[config.mk]
export PLATFORM = sky130hd
export DESIGN_NAME = vending_ctrl
export DESIGN_NICKNAME = d
export VERILOG_FILES = /design/src/rtl/vending_pkg.sv /design/src/rtl/vending_ctrl_tick_edge.sv /design/src/rtl/vending_ctrl.sv
export SDC_FILE = /design/constraint.sdc
export NUM_CORES = 1
export LEC_CHECK = 0
export ABC_AREA = 1
export BUFFER_PORTS_ARGS = -buffer_cell sky130_fd_sc_hd__buf_2
export CAP_MARGIN = 20
export CORE_MARGIN = 3
export CORE_UTILIZATION = 40
export DETAILED_ROUTE_END_ITERATION = 8
export GPL_TIMING_DRIVEN = 0
export HOLD_SLACK_MARGIN = 0.1
export PLACE_DENSITY = 0.66
export SETUP_SLACK_MARGIN = 0.1
export SYNTH_ARGS = -nofsm -noshare
export SYNTH_HDL_FRONTEND = slang
export SYNTH_SLANG_ARGS = --single-unit
export TNS_END_PERCENT = 10
[constraint.sdc]
create_clock -name clk_in -period 2.1 [get_ports clk_in]
set_clock_uncertainty 0.05 [all_clocks]
set_input_delay 0.42 -clock clk_in [delete_from_list [all_inputs] [get_ports clk_in]]
set_output_delay 0.42 -clock clk_in [all_outputs]
set_load 0.005 [all_outputs]
[src/rtl/vending_pkg.sv]
// vending_pkg: state encoding, coin codes and coin valuation shared by vending_ctrl
package vending_pkg;
  typedef enum logic [1:0] {IDLE, COLLECT, DISPENSE, REFUND} state_t;
  localparam logic [1:0] COIN_1 = 2'd0;
  localparam logic [1:0] COIN_2 = 2'd1;
  localparam logic [1:0] COIN_5 = 2'd2;
  localparam logic [1:0] COIN_10 = 2'd3;
  function automatic logic [3:0] coin_value(input logic [1:0] code);
    case (code)
      COIN_1: return 4'd1;
      COIN_2: return 4'd2;
      COIN_5: return 4'd5;
      COIN_10: return 4'd10;
      default: return 4'd0;
    endcase
  endfunction
endpackage

[src/rtl/vending_ctrl_tick_edge.sv]
// tick_edge: one-cycle sec_tick pulse per rising edge of the divider's 1 Hz square wave
module tick_edge (
  input  logic clk_in,
  input  logic rst,
  input  logic tick_in,
  output logic sec_tick
);
  logic tick_q;
  always_ff @(posedge clk_in or negedge rst)
    if (!rst) tick_q <= 1'b0;
    else tick_q <= tick_in;
  assign sec_tick = tick_in & ~tick_q;
endmodule

[src/rtl/vending_ctrl.sv]
// vending_ctrl: coin credit, dispense with change, cancel refund.
// Define VEND_TIMEOUT_EN to build the inactivity auto-refund in COLLECT.
module vending_ctrl
  import vending_pkg::*;
#(
  parameter int PRICE      = 15,
  parameter int MAX_CREDIT = 31,
  parameter int CREDIT_W   = 5,
  parameter int TIMEOUT_S  = 10,
  parameter int DISPENSE_S = 2
) (
  input  logic                clk_in,
  input  logic                rst,
  input  logic                tick_in,
  input  logic                coin_valid,
  input  logic [1:0]          coin_code,
  input  logic                cancel,
  output logic [CREDIT_W-1:0] credit,
  output logic                dispense,
  output logic                change_valid,
  output logic [CREDIT_W-1:0] change_amt,
  output logic                coin_reject,
  output logic                busy
);
  localparam int CNT_W = $clog2((TIMEOUT_S > DISPENSE_S ? TIMEOUT_S : DISPENSE_S) + 1);
  localparam logic [CREDIT_W:0] MAX_SUM = (CREDIT_W + 1)'(MAX_CREDIT);
  localparam logic [CREDIT_W-1:0] PRICE_C = CREDIT_W'(PRICE);
  localparam logic [CNT_W-1:0] DSP_LAST = CNT_W'(DISPENSE_S - 1);
`ifdef VEND_TIMEOUT_EN
  localparam logic [CNT_W-1:0] TMO_LAST = CNT_W'(TIMEOUT_S - 1);
`endif
  state_t state;
  logic [CNT_W-1:0] cnt;
  logic [CREDIT_W-1:0] chg;
  logic [CREDIT_W:0] sum;
  logic sec_tick, coin_ok;
  tick_edge u_tick (
    .clk_in  (clk_in),
    .rst     (rst),
    .tick_in (tick_in),
    .sec_tick(sec_tick)
  );
  always_comb begin
    sum = {1'b0, credit} + (CREDIT_W + 1)'(coin_value(coin_code));
    coin_ok = coin_valid && (sum <= MAX_SUM);
  end
  // Any coin not explicitly accepted below is reported as rejected.
  always_ff @(posedge clk_in or negedge rst)
    if (!rst) begin
      state <= IDLE;
      cnt <= '0;
      chg <= '0;
      credit <= '0;
      dispense <= 1'b0;
      change_valid <= 1'b0;
      change_amt <= '0;
      coin_reject <= 1'b0;
      busy <= 1'b0;
    end else begin
      change_valid <= 1'b0;
      coin_reject <= coin_valid;
      case (state)
        IDLE:
          if (coin_ok) begin
            state <= COLLECT;
            busy <= 1'b1;
            credit <= sum[CREDIT_W-1:0];
            cnt <= '0;
            coin_reject <= 1'b0;
          end
        COLLECT:
          if (credit >= PRICE_C) begin
            state <= DISPENSE;
            dispense <= 1'b1;
            chg <= credit - PRICE_C;
            cnt <= '0;
          end else if (cancel) state <= REFUND;
          else if (coin_valid) begin
            coin_reject <= !coin_ok;
            if (coin_ok) credit <= sum[CREDIT_W-1:0];
            cnt <= '0;
          end
`ifdef VEND_TIMEOUT_EN
          else if (sec_tick) begin
            if (cnt == TMO_LAST) state <= REFUND;
            cnt <= cnt + CNT_W'(1);
          end
`endif
        DISPENSE:
          if (sec_tick) begin
            if (cnt == DSP_LAST) begin
              state <= IDLE;
              busy <= 1'b0;
              dispense <= 1'b0;
              credit <= '0;
              change_valid <= chg != '0;
              change_amt <= chg;
            end else cnt <= cnt + CNT_W'(1);
          end
        REFUND: begin
          state <= IDLE;
          busy <= 1'b0;
          change_valid <= 1'b1;
          change_amt <= credit;
          credit <= '0;
        end
        default: state <= IDLE;
      endcase
    end
endmodule

Word-level counts from Yosys, hierarchy flattened

Cells that the tools add are included.

Register bits after elaboration: 26
Input port bits: 7
Output and inout port bits: 14

$add $sub $neg: 3
$lt $le $gt $ge: 2
Equality and inequality tests: 18
Muxes and demuxes: 38
Bitwise gates (word level): 2
Reduce and logical (&&, ||, !) cells: 16

Operators with widths:

| cell                                                                   | count |
|---|---|
| 5-bit 2-to-1 mux                                                       | 8 |
| 4-bit 2-to-1 mux                                                       | 6 |
| 5-bit one-hot mux with 4 select lines                                  | 1 |
| 2-bit inequality test (second input constant)                          | 8 |
| 4-bit one-hot mux with 4 select lines                                  | 1 |
| 4-bit one-hot mux with 3 select lines                                  | 1 |
| 4-bit AND reduction                                                    | 3 |
| 1-bit 2-to-1 mux                                                       | 10 |
| 2-bit 2-to-1 mux                                                       | 5 |
| 5-bit one-hot mux with 2 select lines                                  | 1 |
| 3-bit inequality test (second input constant)                          | 3 |
| 2-bit equality test (second input constant)                            | 4 |
| 2-bit one-hot mux with 4 select lines                                  | 1 |
| 5-bit by 4-bit adder with 6-bit output                                 | 1 |
| 6-bit by 5-bit <= comparator with 1-bit output (second input constant) | 1 |
| 1-bit one-hot mux with 2 select lines                                  | 3 |
| 6-bit AND reduction                                                    | 1 |
| 3-bit nonzero test                                                     | 2 |
| 5-bit by 4-bit >= comparator with 1-bit output (second input constant) | 1 |
| 5-bit AND reduction                                                    | 1 |
| 5-bit nonzero test                                                     | 1 |
| 5-bit by 4-bit subtractor with 5-bit output (second input constant)    | 1 |
| 4-bit by 1-bit adder with 4-bit output (second input constant)         | 1 |
| 2-bit by 1-bit equality test with 1-bit output (second input constant) | 2 |
| 10 further kinds                                                       | 12 |

Depth between registers and ports, before layout

Gate-level depths: netlist (run 1).

Depth after elaboration: 10
Depth in mapped cells: 11
Gate-level depth less buffers: 11

Modules after synthesis

From an unflattened synthesis (run 1), not the netlist that was laid out.

Cells, all modules: 201
Area total of the unflattened synthesis: 1592.8 um2

By module, submodules not included:

| module       | instances | cells an instance | area each (um2) |
|---|---|---|---|
| vending_ctrl | 1         | 198               | 1557.7 |
| tick_edge    | 1         | 3                 | 35.0 |

Worst setup path before layout (run 1)

No wires, ideal clock.

Kind: register -> register
Start: register credit[1]
End: register coin_reject
Library setup time: 0.119 ns
Arrival: 1.689 ns
Data required time: 1.931 ns
Setup slack: 0.242 ns
Stages on the path, launching flop included: 10
Cells stage by stage: dfrtp_1 ha_1 nand2_1 nor2_1 ha_1 nor2_1 nand2_1 o21ai_0 nand3_1 and2_1

Cells in the longest elaborated chain, start to end: 8

RTL lines:

| item                                           | RTL line           | source |
|---|---|---|
| from (decl)                                    | vending_ctrl.sv:18 | `output logic [CREDIT_W-1:0] credit,` |
| from (signal assigned)                         | vending_ctrl.sv:67 | `credit <= sum[CREDIT_W-1:0];` |
| from (signal assigned)                         | vending_ctrl.sv:80 | `if (coin_ok) credit <= sum[CREDIT_W-1:0];` |
| 5-bit by 4-bit adder with 6-bit output         | vending_ctrl.sv:44 | `sum = {1'b0, credit} + (CREDIT_W + 1)'(coin_value(coin_code));` |
| 6-bit by 5-bit <= comparator with 1-bit output | vending_ctrl.sv:45 | `coin_ok = coin_valid && (sum <= MAX_SUM);` |
| 1-bit logical AND                              | vending_ctrl.sv:45 |  |
| 1-bit zero test                                | vending_ctrl.sv:79 | `coin_reject <= !coin_ok;` |
| 1-bit 2-to-1 mux                               | vending_ctrl.sv:78 | `else if (coin_valid) begin` |
| 1-bit 2-to-1 mux                               | vending_ctrl.sv:77 | `end else if (cancel) state <= REFUND;` |
| 1-bit 2-to-1 mux                               | vending_ctrl.sv:72 | `if (credit >= PRICE_C) begin` |
| 1-bit one-hot mux with 2 select lines (*)      | vending_ctrl.sv:62 | `case (state)` |
| to (signal assigned)                           | vending_ctrl.sv:61 | `coin_reject <= coin_valid;` |
| to (signal assigned)                           | vending_ctrl.sv:79 |  |
| to (decl)                                      | vending_ctrl.sv:22 | `output logic coin_reject,` |

Every way passes the cells marked *; elsewhere a longest branch is shown, timed or not.
A chain may end at the register's enable or synchronous reset.

Final worst setup path (run 1)

Start: register credit[0]
End: register coin_reject

The elaborated chain is that of the path after synthesis.

==> results of run 1 <==
-- worst paths after layout --
check	startpoint	end	slack, ns	cells past startpoint
worst min-delay path	rst	cnt[3]	0.09	1
worst max-delay path	credit[0]	coin_reject	0.21	9
worst min register to register	busy	busy	0.43	2
min in group clk_in	tick_in	u_tick.tick_q	0.23	1
max in group asynchronous	rst	credit[0]	1.48	1
worst max register to register	credit[0]	coin_reject	0.21	9
-- flip-flops by register name, summed over array words and instances (netlist names) --
| signal | count |
|---|---|
| change_amt | 5 |
| chg | 5 |
| credit | 5 |
| cnt | 4 |
| state | 2 |
| busy | 1 |
| change_valid | 1 |
| coin_reject | 1 |
| dispense | 1 |
| u_tick.tick_q | 1 |
-- synth_stat cells, drive strengths merged --
| cell | count | area, sq um |
|---|---|---|
| a21boi | 1 | 7.51 |
| a21oi | 3 | 26.3 |
| and2 | 1 | 6.26 |
| buf | 2 | 22.5 |
| clkbuf | 1 | 3.75 |
| dfrtp | 26 | 651 |
| fa | 1 | 20.0 |
| ha | 8 | 100 |
| inv | 19 | 73.8 |
| mux2 | 3 | 33.8 |
| nand2 | 77 | 324 |
| nand3 | 20 | 105 |
| nand4 | 4 | 25.0 |
| nor2 | 22 | 108 |
| nor3 | 1 | 5.00 |
| nor3b | 1 | 7.51 |
| o21a | 1 | 7.51 |
| o21ai | 12 | 60.1 |
| xnor2 | 3 | 26.3 |
| xor2 | 1 | 8.76 |
-- worst max-delay path: cells and delay by family, from the launching register on --
kind | cells | cell delay [ns]
fa+ha+maj | 2 | 0.46
compound gates | 1 | 0.17
flops | 1 | 0.48
simple gates | 6 | 0.64
-- area by class of cell --
| type | count | area [sq um] |
|---|---|---|
| sequential | 26 | 653 |
| tap | 48 | 60.1 |
| clock buffer | 4 | 55.1 |
| inverter | 19 | 73.8 |
| multi-input combinational | 159 | 885 |
| buffer | 3 | 26.3 |
| fill | 391 | 1920 |
| timing repair buffer | 20 | 100 |
-- kinds of logic after synthesis --
family / count (synthesis) / synth area share, %
adder cells (fa/ha/maj): 9 / 7.41
AO/OA/AOI/OAI: 17 / 6.25
AND/OR/NAND/NOR: 126 / 35.8
XOR/XNOR: 4 / 2.16
multiplexers: 3 / 2.08
buffers and inverters: 22 / 6.17
flip-flops: 26 / 40.1
-- routing by layer --
metal / vias up / wire length, um / share of wire (%)
li1: 713 / - / -
met1: 618 / 1670 / 51
met2: 20 / 1450 / 44
met3: 2 / 130 / 4.0
met4: 0 / 36 / 1.1
met5: - / 0 / 0
-- what timing repair did --
action,CTS,global route
endpoints found under the setup margin,10,11
resized for setup,3,4
hold buffers,0,0
-- per-stage QoR --
| stage | setup slack [ns] | cells | hold WS (ns) |
|---|---|---|---|
| 6_report | 0.213 | 279 | 0.0914 |
| 5_1_grt | 0.0771 | 279 | 0.140 |
| 4_1_cts | 0.122 | 279 | 0.113 |
| 3_5_place_dp | 0.0277 | 275 | 0.411 |
| 3_3_place_gp | -0.0151 | 275 | 0.408 |
| 2_1_floorplan | 0.242 | 207 | 0.0744 |
-- power groups by stage --
stage          Clock, mW  Combinational (mW)  Sequential, mW
6_report           0.328               0.750           0.702
3_3_place_gp           0               0.747           0.708
2_1_floorplan          0               0.587           0.685
5_1_grt            0.355               0.860           0.720
4_1_cts            0.334               0.762           0.704
3_5_place_dp           0               0.755           0.711
==> flow_summary.html, run 1 <==
<table>
<tr><th>Metric</th><th>Value</th></tr>
<tr><th colspan="2">Outcome</th></tr>
<tr><td>Outcome</td><td>finished, final reports clean</td></tr>
<tr><th colspan="2">Clock tree</th></tr>
<tr><td>Number of clock buffers inserted by TritonCTS</td><td>3</td></tr>
<tr><td>CTS tree</td><td>built</td></tr>
<tr><td># clock sinks</td><td>26</td></tr>
<tr><td>Later-pin clock latency in the skew report</td><td>0.27 ns</td></tr>
<tr><td># Post-CTS Setup Buffers</td><td>0</td></tr>
<tr><td>Root buffer cell</td><td>sky130_fd_sc_hd__clkbuf_8</td></tr>
<tr><td>Clock transition at the registers of the reported paths</td><td>0.09 ns</td></tr>
<tr><td>Buffers from clock root to sink, at most</td><td>2</td></tr>
<tr><td>Maximum level of the CTS H-tree</td><td>1</td></tr>
<tr><th colspan="2">Global route</th></tr>
<tr><td>Gr busiest metal</td><td>met2</td></tr>
<tr><td>GRT met3 Usage</td><td>1.74%</td></tr>
<tr><td>Global Route Usage Sum</td><td>14.2%</td></tr>
<tr><td>Vias in the first global route</td><td>1301</td></tr>
<tr><td>GR met1 Demand/Resource</td><td>20.1%</td></tr>
<tr><td>Global routing met2 resource utilization</td><td>22.4%</td></tr>
<tr><td>GRT overflow</td><td>0</td></tr>
<tr><td>Wire length of the first global-routing pass</td><td>5.73 mm</td></tr>
<tr><td>Initial antenna violation count</td><td>0</td></tr>
<tr><td>Maximum number of pins on one net before global-route repair</td><td>27</td></tr>
<tr><th colspan="2">Placement</th></tr>
<tr><td>Total cell area at the placement stage</td><td>1780 sq um</td></tr>
<tr><td>Routability cong.</td><td>0.774</td></tr>
<tr><td>Half-perimeter wire length after placement</td><td>2.45 mm</td></tr>
<tr><td>Number of port buffers</td><td>20</td></tr>
<tr><th colspan="2">Die</th></tr>
<tr><td>Initial core utilization</td><td>43.0%</td></tr>
<tr><td>Number of ports placed on the die boundary</td><td>21</td></tr>
<tr><td>Overall die width</td><td>69.7 um</td></tr>
<tr><td>Rows</td><td>22</td></tr>
<tr><td>Die outline area</td><td>4850 sq um</td></tr>
<tr><td>Vert. Die Dim</td><td>69.7 um</td></tr>
<tr><td>Core region area</td><td>3770 sq um</td></tr>
<tr><th colspan="2">Detailed routing</th></tr>
<tr><td>Number of search-and-repair iterations in the first detailed-routing pass</td><td>4</td></tr>
<tr><td>DRT Wirelength</td><td>3.28 mm</td></tr>
<tr><td>Violation count after the first detailed-routing iteration</td><td>63</td></tr>
<tr><td>DR vias</td><td>1353</td></tr>
<tr><td>Remaining antenna violation count after routing</td><td>0</td></tr>
<tr><td>Vias per cell</td><td>4.85</td></tr>
<tr><td>Routed length per instance</td><td>11.8 um</td></tr>
<tr><td>Residual DRC count</td><td>0</td></tr>
<tr><th colspan="2">Finish</th></tr>
<tr><td>Summed area of non-filler cells in the final layout</td><td>1850 sq um</td></tr>
<tr><td>Final layout net count</td><td>248</td></tr>
<tr><td>Final core occ</td><td>49.1%</td></tr>
<tr><td>Share of layout cells above drive strength 1</td><td>21.6%</td></tr>
<tr><td>Count of antenna diodes in the layout</td><td>0</td></tr>
<tr><td>Most common cell after layout, fill and taps aside</td><td>sky130_fd_sc_hd__nand2_1</td></tr>
<tr><td>Top library cells by usage in the layout, fill and taps aside</td><td>sky130_fd_sc_hd__nand2_1 (71), sky130_fd_sc_hd__dfrtp_1 (24), sky130_fd_sc_hd__buf_2 (20)</td></tr>
<tr><td>P&amp;R area growth vs syn</td><td>14.3%</td></tr>
<tr><th colspan="2">Synthesis</th></tr>
<tr><td>Number of register bits inferred by synthesis</td><td>26</td></tr>
<tr><td>Part of the Yosys area used for sequential elements</td><td>40.1%</td></tr>
<tr><td>Distinct cell type count after synthesis</td><td>29</td></tr>
<tr><td>Post-synthesis instance total</td><td>207</td></tr>
<tr><td>Average cell area after synthesis</td><td>7.83 sq um</td></tr>
<tr><td>Post-synth net total</td><td>223</td></tr>
<tr><td>Synth warn</td><td>0</td></tr>
<tr><td>Cell area after synthesis</td><td>1620 sq um</td></tr>
<tr><th colspan="2">Critical path</th></tr>
<tr><td>Required time of the critical path</td><td>2.22 ns</td></tr>
<tr><td>Worst Setup Path Type</td><td>reg -&gt; reg</td></tr>
<tr><td>Setup crit start kind</td><td>register</td></tr>
<tr><td>Slowest stage cell on the critical path</td><td>sky130_fd_sc_hd__dfrtp_2</td></tr>
<tr><td>Cell Chain, Critical Path</td><td>ha_1 -&gt; nand2_1 -&gt; nor2_1 -&gt; ha_1 -&gt; nor2_4 -&gt; nand2_1 -&gt; o21ai_2 -&gt; nand3_1 -&gt; and2_1</td></tr>
<tr><td>Type of element capturing the critical path</td><td>register</td></tr>
<tr><td>Critical path peak fanout</td><td>8</td></tr>
<tr><td>Crit-path max cell delay</td><td>0.48 ns</td></tr>
<tr><td>Arrival time at the worst endpoint</td><td>2.00 ns</td></tr>
<tr><th colspan="2">Timing</th></tr>
<tr><td>Setup Total Neg Slack</td><td>0 ns</td></tr>
<tr><td>Worst-margin pin slew</td><td>0.592 ns</td></tr>
<tr><td>Count of pins over their slew limit</td><td>0</td></tr>
<tr><td>Unrepaired setup endpoints after global routing</td><td>yes</td></tr>
<tr><td>Portion of the clock cycle consumed by the worst path in the final layout</td><td>89.9%</td></tr>
<tr><td>Peak clock frequency supported by timing</td><td>530 MHz</td></tr>
<tr><td>Final Hold Fails</td><td>0</td></tr>
<tr><td>Setup violation total in the final timing report</td><td>0</td></tr>
<tr><td>Max-Slew Margin vs Limit</td><td>60.6%</td></tr>
<tr><td>Period minus WS final</td><td>1.89 ns</td></tr>
<tr><th colspan="2">Power and ir drop</th></tr>
<tr><td>Power after layout</td><td>1.78 mW</td></tr>
<tr><td>Switching share of power</td><td>40.8%</td></tr>
<tr><td>Comb power frac</td><td>42.1%</td></tr>
<tr><td>Switching component of the power</td><td>0.727 mW</td></tr>
<tr><td>Seq pwr share</td><td>39.4%</td></tr>
<tr><td>Pint</td><td>1.05 mW</td></tr>
<tr><td>Maximum VDD drop</td><td>0.000406 V</td></tr>
<tr><td>Power share of the clock group</td><td>18.4%</td></tr>
<tr><td>Static power due to leakage</td><td>1.03 nW</td></tr>
<tr><td>Pwr per Cell Area</td><td>961 nW/um^2</td></tr>
<tr><th colspan="2">Worst hold path</th></tr>
<tr><td>Hold Crit Class</td><td>in -&gt; async</td></tr>
<tr><th colspan="2">Job</th></tr>
<tr><td>Maxcap violations</td><td>0</td></tr>
</table>
Note: power is estimated with default switching activity, not from simulation.
==> inputs of run 2 (changes only) <==
- MAX_ROUTING_LAYER: not set -> met4
==> flow_summary.html, run 2 (synthesis gave the netlist of run 1 again) <==
<table>
<tr><th>Metric</th><th>Value</th></tr>
<tr><th colspan="2">Die</th></tr>
<tr><td>Initial core utilization</td><td>43.0% (unchanged)</td></tr>
<tr><td>Overall die width</td><td>69.7 um (unchanged)</td></tr>
<tr><td>Die outline area</td><td>4850 sq um (unchanged)</td></tr>
<tr><td>Number of ports placed on the die boundary</td><td>21 (unchanged)</td></tr>
<tr><td>Core region area</td><td>3770 sq um (unchanged)</td></tr>
<tr><td>Rows</td><td>22 (unchanged)</td></tr>
<tr><td>Vert. Die Dim</td><td>69.7 um (unchanged)</td></tr>
<tr><th colspan="2">Placement</th></tr>
<tr><td>Half-perimeter wire length after placement</td><td>2.45 mm (unchanged)</td></tr>
<tr><td>Number of port buffers</td><td>20 (unchanged)</td></tr>
<tr><td>Routability cong.</td><td>0.784 (+1.3%)</td></tr>
<tr><th colspan="2">Critical path</th></tr>
<tr><td>Worst Setup Path Type</td><td>reg -&gt; reg</td></tr>
<tr><td>Critical Path Stages</td><td>9 (unchanged)</td></tr>
<tr><td>Critical path's top delay family</td><td>simple AND/OR/NAND/NOR gates</td></tr>
<tr><td>Reg2reg start</td><td>credit[0]</td></tr>
<tr><td>Launch point of the worst path</td><td>credit[0]</td></tr>
<tr><td>Required time of the critical path</td><td>2.22 ns (about the same)</td></tr>
<tr><td>Type of element capturing the critical path</td><td>register</td></tr>
<tr><td>Slowest stage cell on the critical path</td><td>sky130_fd_sc_hd__dfrtp_2</td></tr>
<tr><td>Critical R2R Capture</td><td>coin_reject</td></tr>
<tr><td>Capture point of the critical path</td><td>coin_reject</td></tr>
<tr><td>Crit-path max cell delay</td><td>0.48 ns (about the same)</td></tr>
<tr><td>Buf+Inv Stages, Crit Path</td><td>0 (unchanged)</td></tr>
<tr><td>Count of cells along the worst register-to-register path</td><td>9 (unchanged)</td></tr>
<tr><td>Arrival time at the worst endpoint</td><td>2.00 ns (about the same)</td></tr>
<tr><td>Critical path peak fanout</td><td>8 (unchanged)</td></tr>
<tr><td>Setup slack of the most critical reg-to-reg path</td><td>0.21 ns (about the same)</td></tr>
<tr><td>Cell Chain, Critical Path</td><td>ha_1 -&gt; nand2_1 -&gt; nor2_1 -&gt; ha_1 -&gt; nor2_4 -&gt; nand2_1 -&gt; o21ai_2 -&gt; nand3_1 -&gt; and2_1</td></tr>
<tr><td>Setup crit start kind</td><td>register</td></tr>
<tr><th colspan="2">Global route</th></tr>
<tr><td>GRT overflow</td><td>0 (unchanged)</td></tr>
<tr><td>GRT met3 Usage</td><td>1.45% (-0.29 points)</td></tr>
<tr><td>Gr busiest metal</td><td>met2</td></tr>
<tr><td>Vias in the first global route</td><td>1301 (unchanged)</td></tr>
<tr><td>GR met1 Demand/Resource</td><td>20.3% (+0.18 points)</td></tr>
<tr><td>Initial antenna violation count</td><td>0 (unchanged)</td></tr>
<tr><td>Global Route Usage Sum</td><td>14.6% (+0.40 points)</td></tr>
<tr><td>Maximum number of pins on one net before global-route repair</td><td>27 (unchanged)</td></tr>
<tr><td>Global routing met2 resource utilization</td><td>22.4% (unchanged)</td></tr>
<tr><td>Wire length of the first global-routing pass</td><td>5.73 mm (unchanged)</td></tr>
<tr><th colspan="2">Clock tree</th></tr>
<tr><td># Post-CTS Setup Buffers</td><td>0 (unchanged)</td></tr>
<tr><td>Root buffer cell</td><td>sky130_fd_sc_hd__clkbuf_8</td></tr>
<tr><td>Buffers from clock root to sink, at most</td><td>2 (unchanged)</td></tr>
<tr><td>CTS tree</td><td>built</td></tr>
<tr><td># clock sinks</td><td>26 (unchanged)</td></tr>
<tr><td>Later-pin clock latency in the skew report</td><td>0.27 ns (about the same)</td></tr>
<tr><td>Number of clock buffers inserted by TritonCTS</td><td>3 (unchanged)</td></tr>
<tr><td>Post-CTS Hold Fix Bufs</td><td>0 (unchanged)</td></tr>
<tr><td>Clock transition at the registers of the reported paths</td><td>0.09 ns (about the same)</td></tr>
<tr><td>Maximum level of the CTS H-tree</td><td>1 (unchanged)</td></tr>
<tr><th colspan="2">Detailed routing</th></tr>
<tr><td>Remaining antenna violation count after routing</td><td>0 (unchanged)</td></tr>
<tr><td>Number of search-and-repair iterations in the first detailed-routing pass</td><td>4 (unchanged)</td></tr>
<tr><td>DR vias</td><td>1354 (+0.074%)</td></tr>
<tr><td>Residual DRC count</td><td>0 (unchanged)</td></tr>
<tr><td>Violation count after the first detailed-routing iteration</td><td>63 (unchanged)</td></tr>
<tr><td>Routed length per instance</td><td>11.8 um (+0.12%)</td></tr>
<tr><td>DRT Wirelength</td><td>3.29 mm (+0.12%)</td></tr>
<tr><td>Vias per cell</td><td>4.85 (about the same)</td></tr>
<tr><th colspan="2">Finish</th></tr>
<tr><td>Count of antenna diodes in the layout</td><td>0 (unchanged)</td></tr>
<tr><td>Share of layout cells above drive strength 1</td><td>21.6% (unchanged)</td></tr>
<tr><td>Final layout net count</td><td>248 (unchanged)</td></tr>
<tr><td>Most common cell after layout, fill and taps aside</td><td>sky130_fd_sc_hd__nand2_1</td></tr>
<tr><td>Area used by multi-input combinational logic</td><td>885 sq um (unchanged)</td></tr>
<tr><td>Final-layout fill cell count</td><td>391 (unchanged)</td></tr>
<tr><td>Area used by sequential logic in the layout</td><td>653 sq um (unchanged)</td></tr>
<tr><td>P&amp;R area growth vs syn</td><td>14.3% (unchanged)</td></tr>
<tr><td>Largest registers</td><td>change_amt x5, chg x5, credit x5</td></tr>
<tr><td>Top library cells by usage in the layout, fill and taps aside</td><td>sky130_fd_sc_hd__nand2_1 (71), sky130_fd_sc_hd__dfrtp_1 (24), sky130_fd_sc_hd__buf_2 (20)</td></tr>
<tr><th colspan="2">Timing</th></tr>
<tr><td>Setup violation total in the final timing report</td><td>0 (unchanged)</td></tr>
<tr><td>Max-Slew Margin vs Limit</td><td>60.6% (unchanged)</td></tr>
<tr><td>Count of pins over their slew limit</td><td>0 (unchanged)</td></tr>
<tr><td>Peak clock frequency supported by timing</td><td>530 MHz (about the same)</td></tr>
<tr><td>Portion of the clock cycle consumed by the worst path in the final layout</td><td>89.9% (about the same)</td></tr>
<tr><td>Worst-margin pin slew</td><td>0.592 ns (unchanged)</td></tr>
<tr><td>Final Hold Fails</td><td>0 (unchanged)</td></tr>
<tr><td>Minimum hold slack</td><td>0.0914 ns (+0.000000100 ns)</td></tr>
<tr><td>Unrepaired setup endpoints after global routing</td><td>yes</td></tr>
<tr><td>Period minus WS final</td><td>1.89 ns (-0.0000940 ns)</td></tr>
<tr><th colspan="2">Power and ir drop</th></tr>
<tr><td>Pwr per Cell Area</td><td>961 nW/um^2 (about the same)</td></tr>
<tr><td>Static power due to leakage</td><td>1.03 nW (unchanged)</td></tr>
<tr><td>Maximum VDD drop</td><td>0.000406 V (unchanged)</td></tr>
<tr><td>Power after layout</td><td>1.78 mW (about the same)</td></tr>
<tr><th colspan="2">Worst hold path</th></tr>
<tr><td>Hold Crit Class</td><td>in -&gt; async</td></tr>
<tr><th colspan="2">Outcome</th></tr>
<tr><td>Outcome</td><td>finished, final reports clean</td></tr>
<tr><th colspan="2">Job</th></tr>
<tr><td>Maxcap violations</td><td>0 (unchanged)</td></tr>
</table>
[run 2: repair_timing]
item | 4_1_cts | 5_1_grt
gates resized for setup | 3 | 4
pin swaps | 0 | 0
setup endpoints to repair | 10 | 11
[run 2: area by class of cell]
class                      instances  area share, %
multi-input combinational        159           47.7
sequential                        26           35.2
timing repair buffer              20           5.40
inverter                          19           3.98
tap                               48           3.24
clock buffer                       4           2.97
buffer                             3           1.42
[run 2: stage by stage]
| stage | cells | util, % | setup slack (ns) | setup TNS (ns) | cell area (sq um) |
|---|---|---|---|---|---|
| after global routing | 279 | 49.1 | 0.0771 | 0 | 1850 |
| after CTS | 279 | 48.8 | 0.122 | 0 | 1840 |
| final | 279 | 49.1 | 0.213 | 0 | 1850 |
| after floorplan | 207 | - | 0.242 | 0 | 1620 |
| after global placement | 275 | 47.2 | -0.0151 | -0.0151 | 1780 |
| after detailed placement | 275 | 47.2 | 0.0277 | 0 | 1780 |
[run 2: per-layer routing]
layer  up-vias  routed length, um
li1        712                  -
met1       620               1680
met2        20               1450
met3         2                116
met4         0                 36
met5         -                  0
[run 2: worst reg2reg max path, cell delays in order, from the launching register on]
cell	delay, ns
sky130_fd_sc_hd__dfrtp_2	0.48
sky130_fd_sc_hd__ha_1	0.25
sky130_fd_sc_hd__nand2_1	0.08
sky130_fd_sc_hd__nor2_1	0.05
sky130_fd_sc_hd__ha_1	0.21
sky130_fd_sc_hd__nor2_4	0.15
sky130_fd_sc_hd__nand2_1	0.14
sky130_fd_sc_hd__o21ai_2	0.17
sky130_fd_sc_hd__nand3_1	0.08
sky130_fd_sc_hd__and2_1	0.14
[run 2: worst min path at each step]
stage,start,endpoint,slack [ns]
global placement,rst,u_tick.tick_q,0.41
CTS,rst,change_amt[3],0.11
global route,rst,change_amt[0],0.14
detailed placement,rst,change_amt[3],0.41
finish,rst,cnt[3],0.09
floorplan,rst,busy,0.07
[run 2: where the power goes]
group          switching [mW]  internal, mW  total, mW
clock network           0.161         0.168      0.328
registers               0.114         0.588      0.702
logic                   0.452         0.298      0.751
